File: config.mk
export PLATFORM = sky130hd
export DESIGN_NAME = sdram_access_arbiter
export DESIGN_NICKNAME = d
export VERILOG_FILES = /design/src/rtl/sdram_access_arbiter.sv
export SDC_FILE = /design/constraint.sdc
export NUM_CORES = 1
export LEC_CHECK = 0
export CORE_MARGIN = 2
export CORE_UTILIZATION = 55
export DETAILED_ROUTE_END_ITERATION = 10
export PLACE_DENSITY = 0.85
export SLEW_MARGIN = 0
export SYNTH_ARGS = -nofsm -noshare
export SYNTH_HDL_FRONTEND = slang
export SYNTH_SLANG_ARGS = --single-unit
File: constraint.sdc
create_clock -name clk_i -period 3.39 [get_ports clk_i]
set_clock_uncertainty 0.2 [all_clocks]
set_input_delay 0.339 -clock clk_i [delete_from_list [all_inputs] [get_ports clk_i]]
set_output_delay 0.339 -clock clk_i [all_outputs]
set_load 0.005 [all_outputs]
File: src/rtl/sdram_access_arbiter.sv
// Boots the SDRAM controller, then grants one full-row burst at a time to a writer or reader.
// Optional watchdog on grant/burst states: define SDRAM_ARB_WATCHDOG_EN.
module sdram_access_arbiter #(
  parameter int unsigned ROWS       = 4096,
  parameter int unsigned BURST_LEN  = 256,
  parameter int unsigned WDT_CYCLES = 4096
) (
  input  logic                     clk_i,
  input  logic                     rst_ni,
  input  logic                     boot_i,
  input  logic                     wr_req_i,
  input  logic                     rd_req_i,
  output logic                     wr_grant_o,
  output logic                     rd_grant_o,
  output logic                     wr_done_o,
  output logic                     rd_done_o,
  output logic [$clog2(ROWS):0]    fill_level_o,
  output logic                     ctrl_start_o,
  output logic                     ctrl_write_mode_o,
  output logic                     ctrl_read_mode_o,
  input  logic                     ctrl_tx_active_i,
  input  logic                     ctrl_rx_active_i,
  input  logic                     ctrl_init_done_i,
  output logic                     ready_o,
  output logic                     burst_err_o,
  output logic                     timeout_o
);

  localparam int unsigned FillW = $clog2(ROWS) + 1;
  localparam int unsigned CntW  = $clog2(BURST_LEN + 1) + 1;

  typedef enum logic [2:0] {
    StIdle, StInit, StArb, StWrReq, StWrBurst, StRdReq, StRdBurst, StGap
  } state_e;

  state_e            state_q, state_d;
  logic [FillW-1:0]  fill_q, fill_d;
  logic [CntW-1:0]   cnt_q, cnt_d, cnt_inc;
  logic              last_wr_q, last_wr_d;
  logic              err_q, err_d;
  logic              ready_q, ready_d;
  logic              start_q, start_d;
  logic              wr_done_q, wr_done_d;
  logic              rd_done_q, rd_done_d;
  logic              tx_q, rx_q;
  logic              wr_elig, rd_elig, unexpected;

`ifdef SDRAM_ARB_WATCHDOG_EN
  localparam int unsigned WdtW = $clog2(WDT_CYCLES + 1);
  logic [WdtW-1:0]   wdt_q, wdt_d;
  logic              timeout_q, timeout_d;
`endif

  always_ff @(posedge clk_i) begin
    if (!rst_ni) begin
      state_q   <= StIdle;
      fill_q    <= '0;
      cnt_q     <= '0;
      last_wr_q <= 1'b0;
      err_q     <= 1'b0;
      ready_q   <= 1'b0;
      start_q   <= 1'b0;
      wr_done_q <= 1'b0;
      rd_done_q <= 1'b0;
      tx_q      <= 1'b0;
      rx_q      <= 1'b0;
`ifdef SDRAM_ARB_WATCHDOG_EN
      wdt_q     <= '0;
      timeout_q <= 1'b0;
`endif
    end else begin
      state_q   <= state_d;
      fill_q    <= fill_d;
      cnt_q     <= cnt_d;
      last_wr_q <= last_wr_d;
      err_q     <= err_d;
      ready_q   <= ready_d;
      start_q   <= start_d;
      wr_done_q <= wr_done_d;
      rd_done_q <= rd_done_d;
      tx_q      <= ctrl_tx_active_i;
      rx_q      <= ctrl_rx_active_i;
`ifdef SDRAM_ARB_WATCHDOG_EN
      wdt_q     <= wdt_d;
      timeout_q <= timeout_d;
`endif
    end
  end

  assign wr_elig    = wr_req_i && (fill_q < FillW'(ROWS));
  assign rd_elig    = rd_req_i && (fill_q != '0);
  assign cnt_inc    = (cnt_q == '1) ? cnt_q : cnt_q + CntW'(1);
  assign unexpected = ((state_q == StArb || state_q == StGap) &&
                       (ctrl_tx_active_i || ctrl_rx_active_i)) ||
                      (ctrl_tx_active_i && ctrl_rx_active_i);

  always_comb begin
    state_d   = state_q;
    fill_d    = fill_q;
    cnt_d     = cnt_q;
    last_wr_d = last_wr_q;
    err_d     = err_q | unexpected;
    ready_d   = ready_q;
    start_d   = 1'b0;
    wr_done_d = 1'b0;
    rd_done_d = 1'b0;
    unique case (state_q)
      StIdle: begin
        if (boot_i) begin
          start_d = 1'b1;
          state_d = StInit;
        end
      end
      StInit: begin
        if (ctrl_init_done_i) begin
          ready_d = 1'b1;
          state_d = StArb;
        end
      end
      StArb: begin
        cnt_d = '0;
        if (wr_elig && rd_elig) state_d = last_wr_q ? StRdReq : StWrReq;
        else if (wr_elig)       state_d = StWrReq;
        else if (rd_elig)       state_d = StRdReq;
      end
      StWrReq: begin
        // The rising cycle is the first counted word of the burst.
        if (ctrl_tx_active_i && !tx_q) begin
          cnt_d   = CntW'(1);
          state_d = StWrBurst;
        end
      end
      StWrBurst: begin
        if (ctrl_tx_active_i) begin
          cnt_d = cnt_inc;
        end else begin
          if (cnt_q != CntW'(BURST_LEN)) err_d = 1'b1;
          wr_done_d = 1'b1;
          fill_d    = fill_q + FillW'(1);
          last_wr_d = 1'b1;
          state_d   = StGap;
        end
      end
      StRdReq: begin
        if (ctrl_rx_active_i && !rx_q) begin
          cnt_d   = CntW'(1);
          state_d = StRdBurst;
        end
      end
      StRdBurst: begin
        if (ctrl_rx_active_i) begin
          cnt_d = cnt_inc;
        end else begin
          if (cnt_q != CntW'(BURST_LEN)) err_d = 1'b1;
          rd_done_d = 1'b1;
          fill_d    = fill_q - FillW'(1);
          last_wr_d = 1'b0;
          state_d   = StGap;
        end
      end
      StGap:   state_d = StArb;
      default: state_d = StIdle;
    endcase

`ifdef SDRAM_ARB_WATCHDOG_EN
    timeout_d = 1'b0;
    wdt_d     = '0;
    if (state_q == StWrReq || state_q == StWrBurst ||
        state_q == StRdReq || state_q == StRdBurst) begin
      wdt_d = wdt_q + WdtW'(1);
      // Abandon the transfer: no done pulse and no fill change.
      if (wdt_q == WdtW'(WDT_CYCLES - 1)) begin
        timeout_d = 1'b1;
        err_d     = 1'b1;
        wr_done_d = 1'b0;
        rd_done_d = 1'b0;
        fill_d    = fill_q;
        last_wr_d = last_wr_q;
        state_d   = StGap;
      end
    end
`endif
  end

  assign wr_grant_o        = (state_q == StWrReq) || (state_q == StWrBurst);
  assign rd_grant_o        = (state_q == StRdReq) || (state_q == StRdBurst);
  assign ctrl_write_mode_o = (state_q == StWrReq);
  assign ctrl_read_mode_o  = (state_q == StRdReq);
  assign wr_done_o         = wr_done_q;
  assign rd_done_o         = rd_done_q;
  assign fill_level_o      = fill_q;
  assign ctrl_start_o      = start_q;
  assign ready_o           = ready_q;
  assign burst_err_o       = err_q;
`ifdef SDRAM_ARB_WATCHDOG_EN
  assign timeout_o         = timeout_q;
`else
  assign timeout_o         = 1'b0;
`endif

endmodule
# Yosys cells after proc, flatten, opt, wreduce, memory -nomap -nowiden
# Cells that the tools add are included.
# totals
reg_bits	34
input_bits	8
output_inout_bits	23
wordCells	89
# op_classes
n_addsub	3
magnitude_cmp	1
eq_ne	18
n_mux	30
n_bitwise	1
reduce_logical	25
# ops
operator	n
two-way mux 10 bit	5
one-hot mux 10 bit (5 select lines)	1
two-way mux 3 bit	10
two-way mux 13 bit	2
one-hot mux 13 bit (2 select lines)	1
one-hot mux 3 bit (8 select lines)	1
adder 13 x 1 -> 13 bit, second input constant	1
< comparator 13 bit, second input constant	1
nonzero test 13 bit	1
subtractor 13 x 1 -> 13 bit, second input constant	1
== test 3 bit, second input constant	4
inequality test 2 bit, second input constant	6
adder 10 x 1 -> 10 bit, second input constant	1
== test 10 bit, second input constant	1
inequality test 10 x 9 -> 1 bit, second input constant	1
two-way mux 1 bit	8
AND reduction 2 bit	4
logical AND 1 bit	7
AND reduction 7 bit	1
== test 3 x 2 -> 1 bit, second input constant	2
logical OR 1 bit	5
AND reduction 5 bit	1
nonzero test 5 bit	1
inequality test 2 x 1 -> 1 bit, second input constant	2
8 further kinds	10

# Logic depth before layout (Yosys ltp)
# Gate-level depths: netlist of the first run.
# depth
word_depth	8
ltp_mapped	9
ltp_nobuf	8

# Worst setup path after synthesis of the first run
# No wires, ideal clock.
# synth_path
path_kind	reg2reg
start	reg state_q[0]
end	reg fill_q[4], in the netlist fill_level_o[4]
setup_time_ns	0.059
t_arrival_ns	2.106
required_time_ns	3.131
path_slack_ns	1.025
stages_incl_launch_ff	10
path_buffers	1
period_less_slack_ns	2.365
cell_sequence	dfxtp_1 -> nand3b_4 -> clkbuf_1 -> xnor2_1 -> ha_1 -> nor3_1 -> o211ai_2 -> xnor2_1 -> or4_1 -> nand2_1
# synth_between
elab_chain_len	3
elab_cells_between_ends	7
classes_between	eq/ne (4); mux (1); reduce/logical (2)
# synth_lines
element	line_no	source
from (decl)	36	state_e state_q, state_d;
from (signal assigned)	56	state_q <= StIdle;
from (signal assigned)	72	state_q <= state_d;
== test 3 bit	107	unique case (state_q)
inequality test 2 bit (no source line) or nonzero test 2 bit (tied branches)	n/a	
AND reduction 3 bit (no source line)	n/a	
to (signal assigned)	73	fill_q <= fill_d;
to (decl)	37	logic [FillW-1:0] fill_q, fill_d;
# Parallel ways exist; a longest one is shown, timed or not.
# A chain may end at the register's enable or synchronous reset.

# Worst setup path after layout of the first run
# layout_path
start	reg state_q[0]
end	reg fill_q[12], in the netlist fill_level_o[12]
# Same word-level chain as after synthesis.

==> results of run 1 <==
routing by layer:
layer  up-vias  wire, um  GRT usage [%]
li1       1040         -              -
met1       978      2420           34.0
met2        87      2410           39.3
met3        14       298           4.17
met4         0       119           10.7
met5         -         0              0
through the flow:
| stage | util, % | instances |
|---|---|---|
| after CTS | 64.6 | 343 |
| after floorplan | - | 277 |
| after global routing | 64.6 | 343 |
| after detailed placement | 62.1 | 335 |
| after global placement | 62.1 | 335 |
| final | 64.6 | 343 |
where the power goes:
part	leakage (nW)	internal, W	switching (W)
logic	0.558	0.000165	0.000209
clock network	0.0472	0.000163	0.000152
registers	0.276	0.000437	0.0000522
total	0.881	0.000765	0.000413
final cells by class:
cell class                 instances  area (um2)  area share [%]
timing repair buffer              32         313            12.3
multi-input combinational        209        1360            53.3
clock inverter                     2        12.5           0.492
inverter                          10        37.5            1.47
tap                               50        62.6            2.46
sequential                        34         681            26.7
clock buffer                       6        82.6            3.24
layout by cell type, fill, tap and decap left out, types with 6 or more instances in the layout:
cell type,n
nor2_1,21
inv_1,9
or3_1,8
dfxtp_1,34
nor3_1,9
or4_1,7
nand3_1,14
nand4_1,9
clkdlybuf4s50_1,29
a21oi_1,18
o21ai_0,9
xnor2_1,9
mux2i_1,6
nand2_1,20
nor4_1,6
nand2b_1,7
clkbuf_8,6
flip-flops by register name, indices dropped and copies added, names as in the netlist:
name / cells
burst_err_o: 1
cnt_q: 10
ctrl_start_o: 1
fill_level_o: 13
last_wr_q: 1
rd_done_o: 1
ready_o: 1
rx_q: 1
state_q: 3
tx_q: 1
wr_done_o: 1
Yosys cell counts (3+ instances only):
| master | instances | area, um2 |
|---|---|---|
| o21ai_0 | 9 | 45.0 |
| nor4_1 | 6 | 37.5 |
| buf_6 | 4 | 45.0 |
| or4_1 | 7 | 52.6 |
| nor2_1 | 21 | 78.8 |
| nand3_1 | 14 | 70.1 |
| xnor2_1 | 9 | 78.8 |
| a21oi_1 | 18 | 90.1 |
| nand2b_1 | 7 | 43.8 |
| nor3_1 | 9 | 45.0 |
| and2_1 | 3 | 18.8 |
| ha_1 | 4 | 50.1 |
| clkbuf_1 | 4 | 15.0 |
| nand4_1 | 9 | 56.3 |
| dfxtp_1 | 34 | 681 |
| buf_2 | 10 | 50.1 |
| o31ai_1 | 3 | 22.5 |
| mux2i_1 | 6 | 60.1 |
| nor4b_1 | 4 | 35.0 |
| nor2b_1 | 3 | 18.8 |
| nand2_1 | 20 | 75.1 |
| nand3b_1 | 3 | 22.5 |
| inv_1 | 9 | 33.8 |
| or3_1 | 8 | 50.1 |
| buf_4 | 3 | 22.5 |
| o21ai_1 | 4 | 20.0 |
| a31oi_1 | 3 | 18.8 |
| o21a_1 | 3 | 22.5 |
worst max-delay path, stage by stage (launching register included):
cell       delay [ns]
dfxtp_1          0.59
nand3b_4         0.34
inv_2            0.15
ha_1             0.34
inv_1            0.07
or3_1            0.34
a2111oi_0        0.40
a211oi_1         0.15
mux2i_1          0.13
worst min path at each step:
stage,from,endpoint,depth (start not counted)
after detailed placement,ready_o,ready_o,2
after global placement,ready_o,ready_o,2
after global routing,cnt_q[9],cnt_q[9],2
after floorplan,cnt_q[1],cnt_q[1],2
after CTS,ready_o,ready_o,2
final,ready_o,ready_o,2
cell families after synthesis:
logic type / after synthesis
other: 1
buffers and inverters: 34
AND/OR/NAND/NOR: 129
XOR/XNOR: 10
adder cells (fa/ha/maj): 4
flip-flops: 34
multiplexers: 6
AO/OA/AOI/OAI: 59
==> flow_summary.json, run 1 <==
{
  "finalCriticalPeriod_ns": 2.82,
  "max_freq_mhz": 354,
  "synth_warnings": 0,
  "clock_insertion_delay_worst_skew_ns": 0.29,
  "routabilityCongestion": 0.928,
  "setup_viol_count_final": 0,
  "design.core.area_mm2": 0.00394,
  "clkTransAtPathRegs_ns": 0.07,
  "synth_area_in_compound_gates_pct": 17.8,
  "worstPathMaxFanout": 17,
  "cts_sinks": 34,
  "synthesis.instances": 277,
  "postRouteWirelength_um": 5250,
  "tritoncts": "built",
  "period_share_pct": 83.3,
  "synth_simple_gate_area_share_pct": 34.2,
  "layout.filler_cells": 340,
  "rows": 23,
  "timing.critical_path.to": "fill_level_o[12]",
  "yosys-mux-area-fraction_pct": 2.70,
  "synth_top_family_by_area": "simple AND/OR/NAND/NOR gates",
  "area_growth_syn_to_layout_pct": 14.6,
  "timing.max_slew.rel_slack_pct": 65.2,
  "tightest_slew_ns": 0.518,
  "leakagePower_nw": 0.881,
  "detail_placement_hpwl_um": 3700,
  "synth-seq-cells": 34,
  "hp-class": "reg -> reg",
  "buffer_ports.inserted": 29,
  "start_util_pct": 56.3,
  "tns_ns": 0,
  "seq_area_frac_synth_pct": 30.6,
  "number_of_max_cap_violations": 0,
  "cts_made_buffers": 5,
  "grt_antenna_before_repair": 0,
  "vias": 2119,
  "timing.critical_path.to_type": "flop",
  "origin_of_the_worst_setup_path": "state_q[0]",
  "global_route_wire_length_before_repair_um": 8700,
  "synthesized_area_fraction_occupied_by_adder_cells_pct": 2.25,
  "ys_types": 61,
  "r2r-end": "fill_level_o[12]",
  "hold_viol_final": 0,
  "pwr_density_cell_mw_per_mm2": 463,
  "postPlaceCellArea_mm2": 0.00245,
  "status": "finished, final reports clean",
  "grt_use_total_pct": 25.1,
  "ctsResizeCount": 0,
  "cp-start-kind": "flop",
  "synth-edff-count": 0,
  "unrepaired_setup_endpoints_after_global_routing": "false",
  "reg2reg_slack_ns": 0.57,
  "avgSynthCellArea_um2": 8.02,
  "worst-r2r-cell-count": 8,
  "cts_hold_buffers": 0,
  "die_x_um": 67.5,
  "final_design_area_no_fill_mm2": 0.00254,
  "post-route-worst-setup-slack_ns": 0.567,
  "diodes": 0,
  "detail_route.vias_per_cell": 6.18,
  "num-nets-final": 304,
  "dpl_worst_slack_ns": 0.629,
  "cp_data_required_time_ns": 3.36,
  "dieHeight_um": 67.5,
  "global_route.overflow_total": 0,
  "wl_per_cell_um": 15.3,
  "postSynth.asyncResetShare_pct": 0,
  "critPathKind": "reg -> reg",
  "worst_ep_arrival_ns": 2.79,
  "drive_above_1_share_pct": 8.19,
  "min_hold_slack_ns": 0.291,
  "final-max-slew-violation-count": 0,
  "post-cts-setup-buffer-count": 0,
  "htreeDepth": 2,
  "first_pass_iters": 5,
  "postSynth.topFlopCell": "dfxtp_1",
  "drtIter0Drc": 170,
  "route.antenna.remaining_nets": 0,
  "crit-reg2reg-launch": "state_q[0]",
  "number_of_global_route_vias_before_repair": 1851,
  "pin_count_of_the_biggest_net_entering_global_routing": 23,
  "postSynthNetCount": 289,
  "floorplan.die_area_mm2": 0.00456,
  "cts_root_buf": "clkbuf_8",
  "synthXorXnorAreaFrac_pct": 3.94,
  "netlist_area_mm2": 0.00222,
  "max-vdd-ir-drop_v": 0.000314,
  "drcViolationCount": 0,
  "ios": 31,
  "p_total_w": 0.00118,
  "max-clock-path-buffers": 2
}
No activity file was read; power rests on OpenSTA's default activity.
==> run 2, diff against run 1 <==
Clock period 3.39 ns to 2.9 ns, I/O delays scaled along.
==> run 2 against run 1 <==
Compared with the run above: utilization increased by 0.67 points; wire length decreased by 1.8%; non-clock buffer count increased by 4; combinational power increased by 27%; count of clock-buffer cells in the layout increased by 1; global-route usage decreased by 0.58 points; sequential power increased by 11%; sequential share of layout area decreased by 0.27 points; clock power increased by 16%; sequential cell count unchanged; critical endpoint is now wr_grant_o; largest cell class unchanged.
==> flow_summary.json, run 2 (same netlist as run 1, synthesis figures left out) <==
{
  "slowest_stage": "clkdlybuf4s50_1",
  "worstPathMaxFanout": 11,
  "core_util_final_pct": 65.2,
  "worst_ep_arrival_ns": 1.96,
  "timing.max_slew.rel_slack_pct": 64.2,
  "diodes": 0,
  "dr_wl_met2_um": 2400,
  "worst-r2r-cell-count": 6,
  "global_route.overflow_total": 0,
  "setup_viol_count_final": 0,
  "dr.max_layer_used": "met4",
  "crit_path_max_incr_delay_ns": 0.52,
  "postRouteWirelength_um": 5150,
  "pwr-share-seq_pct": 39.3,
  "drcViolationCount": 0,
  "die_x_um": 67.5,
  "wl_met1_um": 2230,
  "num-nets-final": 308,
  "finalCriticalPeriod_ns": 2.45,
  "multi_input_area_mm2": 0.00136,
  "worst_hold_path.num_cells": 2,
  "largest_reg_flops": 13,
  "area_growth_syn_to_layout_pct": 15.8,
  "grt_antenna_before_repair": 0,
  "tightest_slew_ns": 0.534,
  "pwr_density_cell_mw_per_mm2": 539,
  "start_util_pct": 56.3,
  "htreeDepth": 2,
  "crit-reg2reg-launch": "state_q[2]",
  "number_of_global_route_vias_before_repair": 1878,
  "timing.critical_path.max_delay_family": "buffers and inverters",
  "hp-class": "reg -> reg",
  "detail_route.vias_per_cell": 6.26,
  "max-vdd-ir-drop_v": 0.000321,
  "reg2reg_slack_ns": 0.60,
  "floorplan.die_area_mm2": 0.00456,
  "rows": 23,
  "timing.critical_path.to_type": "primary output",
  "dpl_worst_slack_ns": 0.379,
  "hold_viol_final": 0,
  "hold_path_end": "ready_o",
  "global_route_wire_length_before_repair_um": 8550,
  "first_pass_iters": 7,
  "post-route-worst-setup-slack_ns": 0.447,
  "period_share_pct": 84.6,
  "drtIter0Drc": 272,
  "drive_above_1_share_pct": 9.09,
  "number_of_max_cap_violations": 0,
  "cts_hold_buffers": 0,
  "routabilityCongestion": 0.904,
  "crit_buf_inv": 2,
  "wl_per_cell_um": 14.8,
  "clkTransAtPathRegs_ns": 0.07,
  "final-max-slew-violation-count": 0,
  "pin_count_of_the_biggest_net_entering_global_routing": 23,
  "power.share.combinational_pct": 34.3,
  "share_clk_of_total_power_pct": 26.3,
  "route.antenna.remaining_nets": 0,
  "p_int_w": 0.000907,
  "design.core.area_mm2": 0.00394,
  "status": "finished, final reports clean",
  "cts_root_buf": "clkbuf_8",
  "cts_sinks": 34,
  "post-cts-setup-buffer-count": 0,
  "grt_use_total_pct": 24.6,
  "vias": 2172,
  "cts_made_buffers": 5,
  "leakagePower_nw": 0.902,
  "r2r-end": "cnt_q[0]",
  "detail_placement_hpwl_um": 3620,
  "critPathKind": "reg -> out",
  "swShare_pct": 34.6,
  "clock_insertion_delay_worst_skew_ns": 0.28,
  "layout.cells.most_common": "dfxtp_1",
  "max-clock-path-buffers": 2,
  "ios": 31,
  "holdCritStartpoint": "ready_o",
  "detailed_route_wirelength_on_metal3_um": 396,
  "ff_latch_area_um2": 681,
  "tns_ns": 0,
  "worstPathCellList": "buf_4, nand2b_1, o21ai_0, clkdlybuf4s50_1",
  "max_freq_mhz": 408,
  "dieHeight_um": 67.5,
  "layout.filler_cells": 328,
  "p_switching_w": 0.000480,
  "cp-start-kind": "flop",
  "buffer_ports.inserted": 29,
  "unrepaired_setup_endpoints_after_global_routing": "false",
  "tritoncts": "built",
  "ctsResizeCount": 0,
  "cp_data_required_time_ns": 2.41,
  "final_cell_mix": "34 x dfxtp_1, 29 x clkdlybuf4s50_1, 21 x nor2_1"
}
[run 2: changes by cell type in the layout (fill, tap and decap cells not counted), sizes merged]
cell      delta
buf          +4
clkinvlp     -1
clkbuf       +1
[run 2: layout make-up]
type | count | area share [%]
Tap cell | 50 | 2.43
Clock buffer | 7 | 3.36
Inverter | 10 | 1.46
Clock inverter | 1 | 0.195
Multi-Input combinational cell | 209 | 52.7
Sequential cell | 34 | 26.5
Timing Repair Buffer | 36 | 13.3
[run 2: worst register-to-register path, cell delays in order, from the launching register on]
cell and delay [ns]:
dfxtp_1 0.44, buf_4 0.21, nand2b_1 0.26, or4_4 0.63
nand3_2 0.20, a2111oi_1 0.09, a211oi_2 0.19
[run 2: metal layers]
metal	global-route usage [%]	vias up
li1	-	1048
met1	32.2	1006
met2	39.7	99
met3	5.67	19
met4	7.91	0
met5	0	-
[run 2: worst max path at each step]
| stage | from | endpoint | slack, ns | cells past startpoint |
|---|---|---|---|---|
| 2_1_floorplan | state_q[0] | fill_level_o[4] | 0.54 | 9 |
| 3_3_place_gp | ctrl_tx_active_i | state_q[1] | 0.44 | 6 |
| 3_5_place_dp | ctrl_tx_active_i | state_q[1] | 0.38 | 6 |
| 4_1_cts | state_q[2] | wr_grant_o | 0.44 | 4 |
| 5_1_grt | state_q[2] | wr_grant_o | 0.32 | 4 |
| 6_report | state_q[2] | wr_grant_o | 0.45 | 4 |
[run 2: through the flow]
stage	total power, W	std cells	area (um2)	hold slack (ns)
final	0.00139	347	2570	0.285
after global routing	0.00147	347	2570	0.330
after CTS	0.00139	347	2570	0.290
after detailed placement	0.00102	339	2480	0.273
after floorplan	0.000918	277	2220	0.232
after global placement	0.00101	339	2480	0.252
[run 2: power by group through the flow]
stage	Sequential [W]	Clock (W)	Combinational, W
detailed placement	0.000556	0	0.000467
global placement	0.000555	0	0.000458
CTS	0.000546	0.000373	0.000469
finish	0.000545	0.000365	0.000476
global route	0.000551	0.000392	0.000524
floorplan	0.000557	0	0.000361
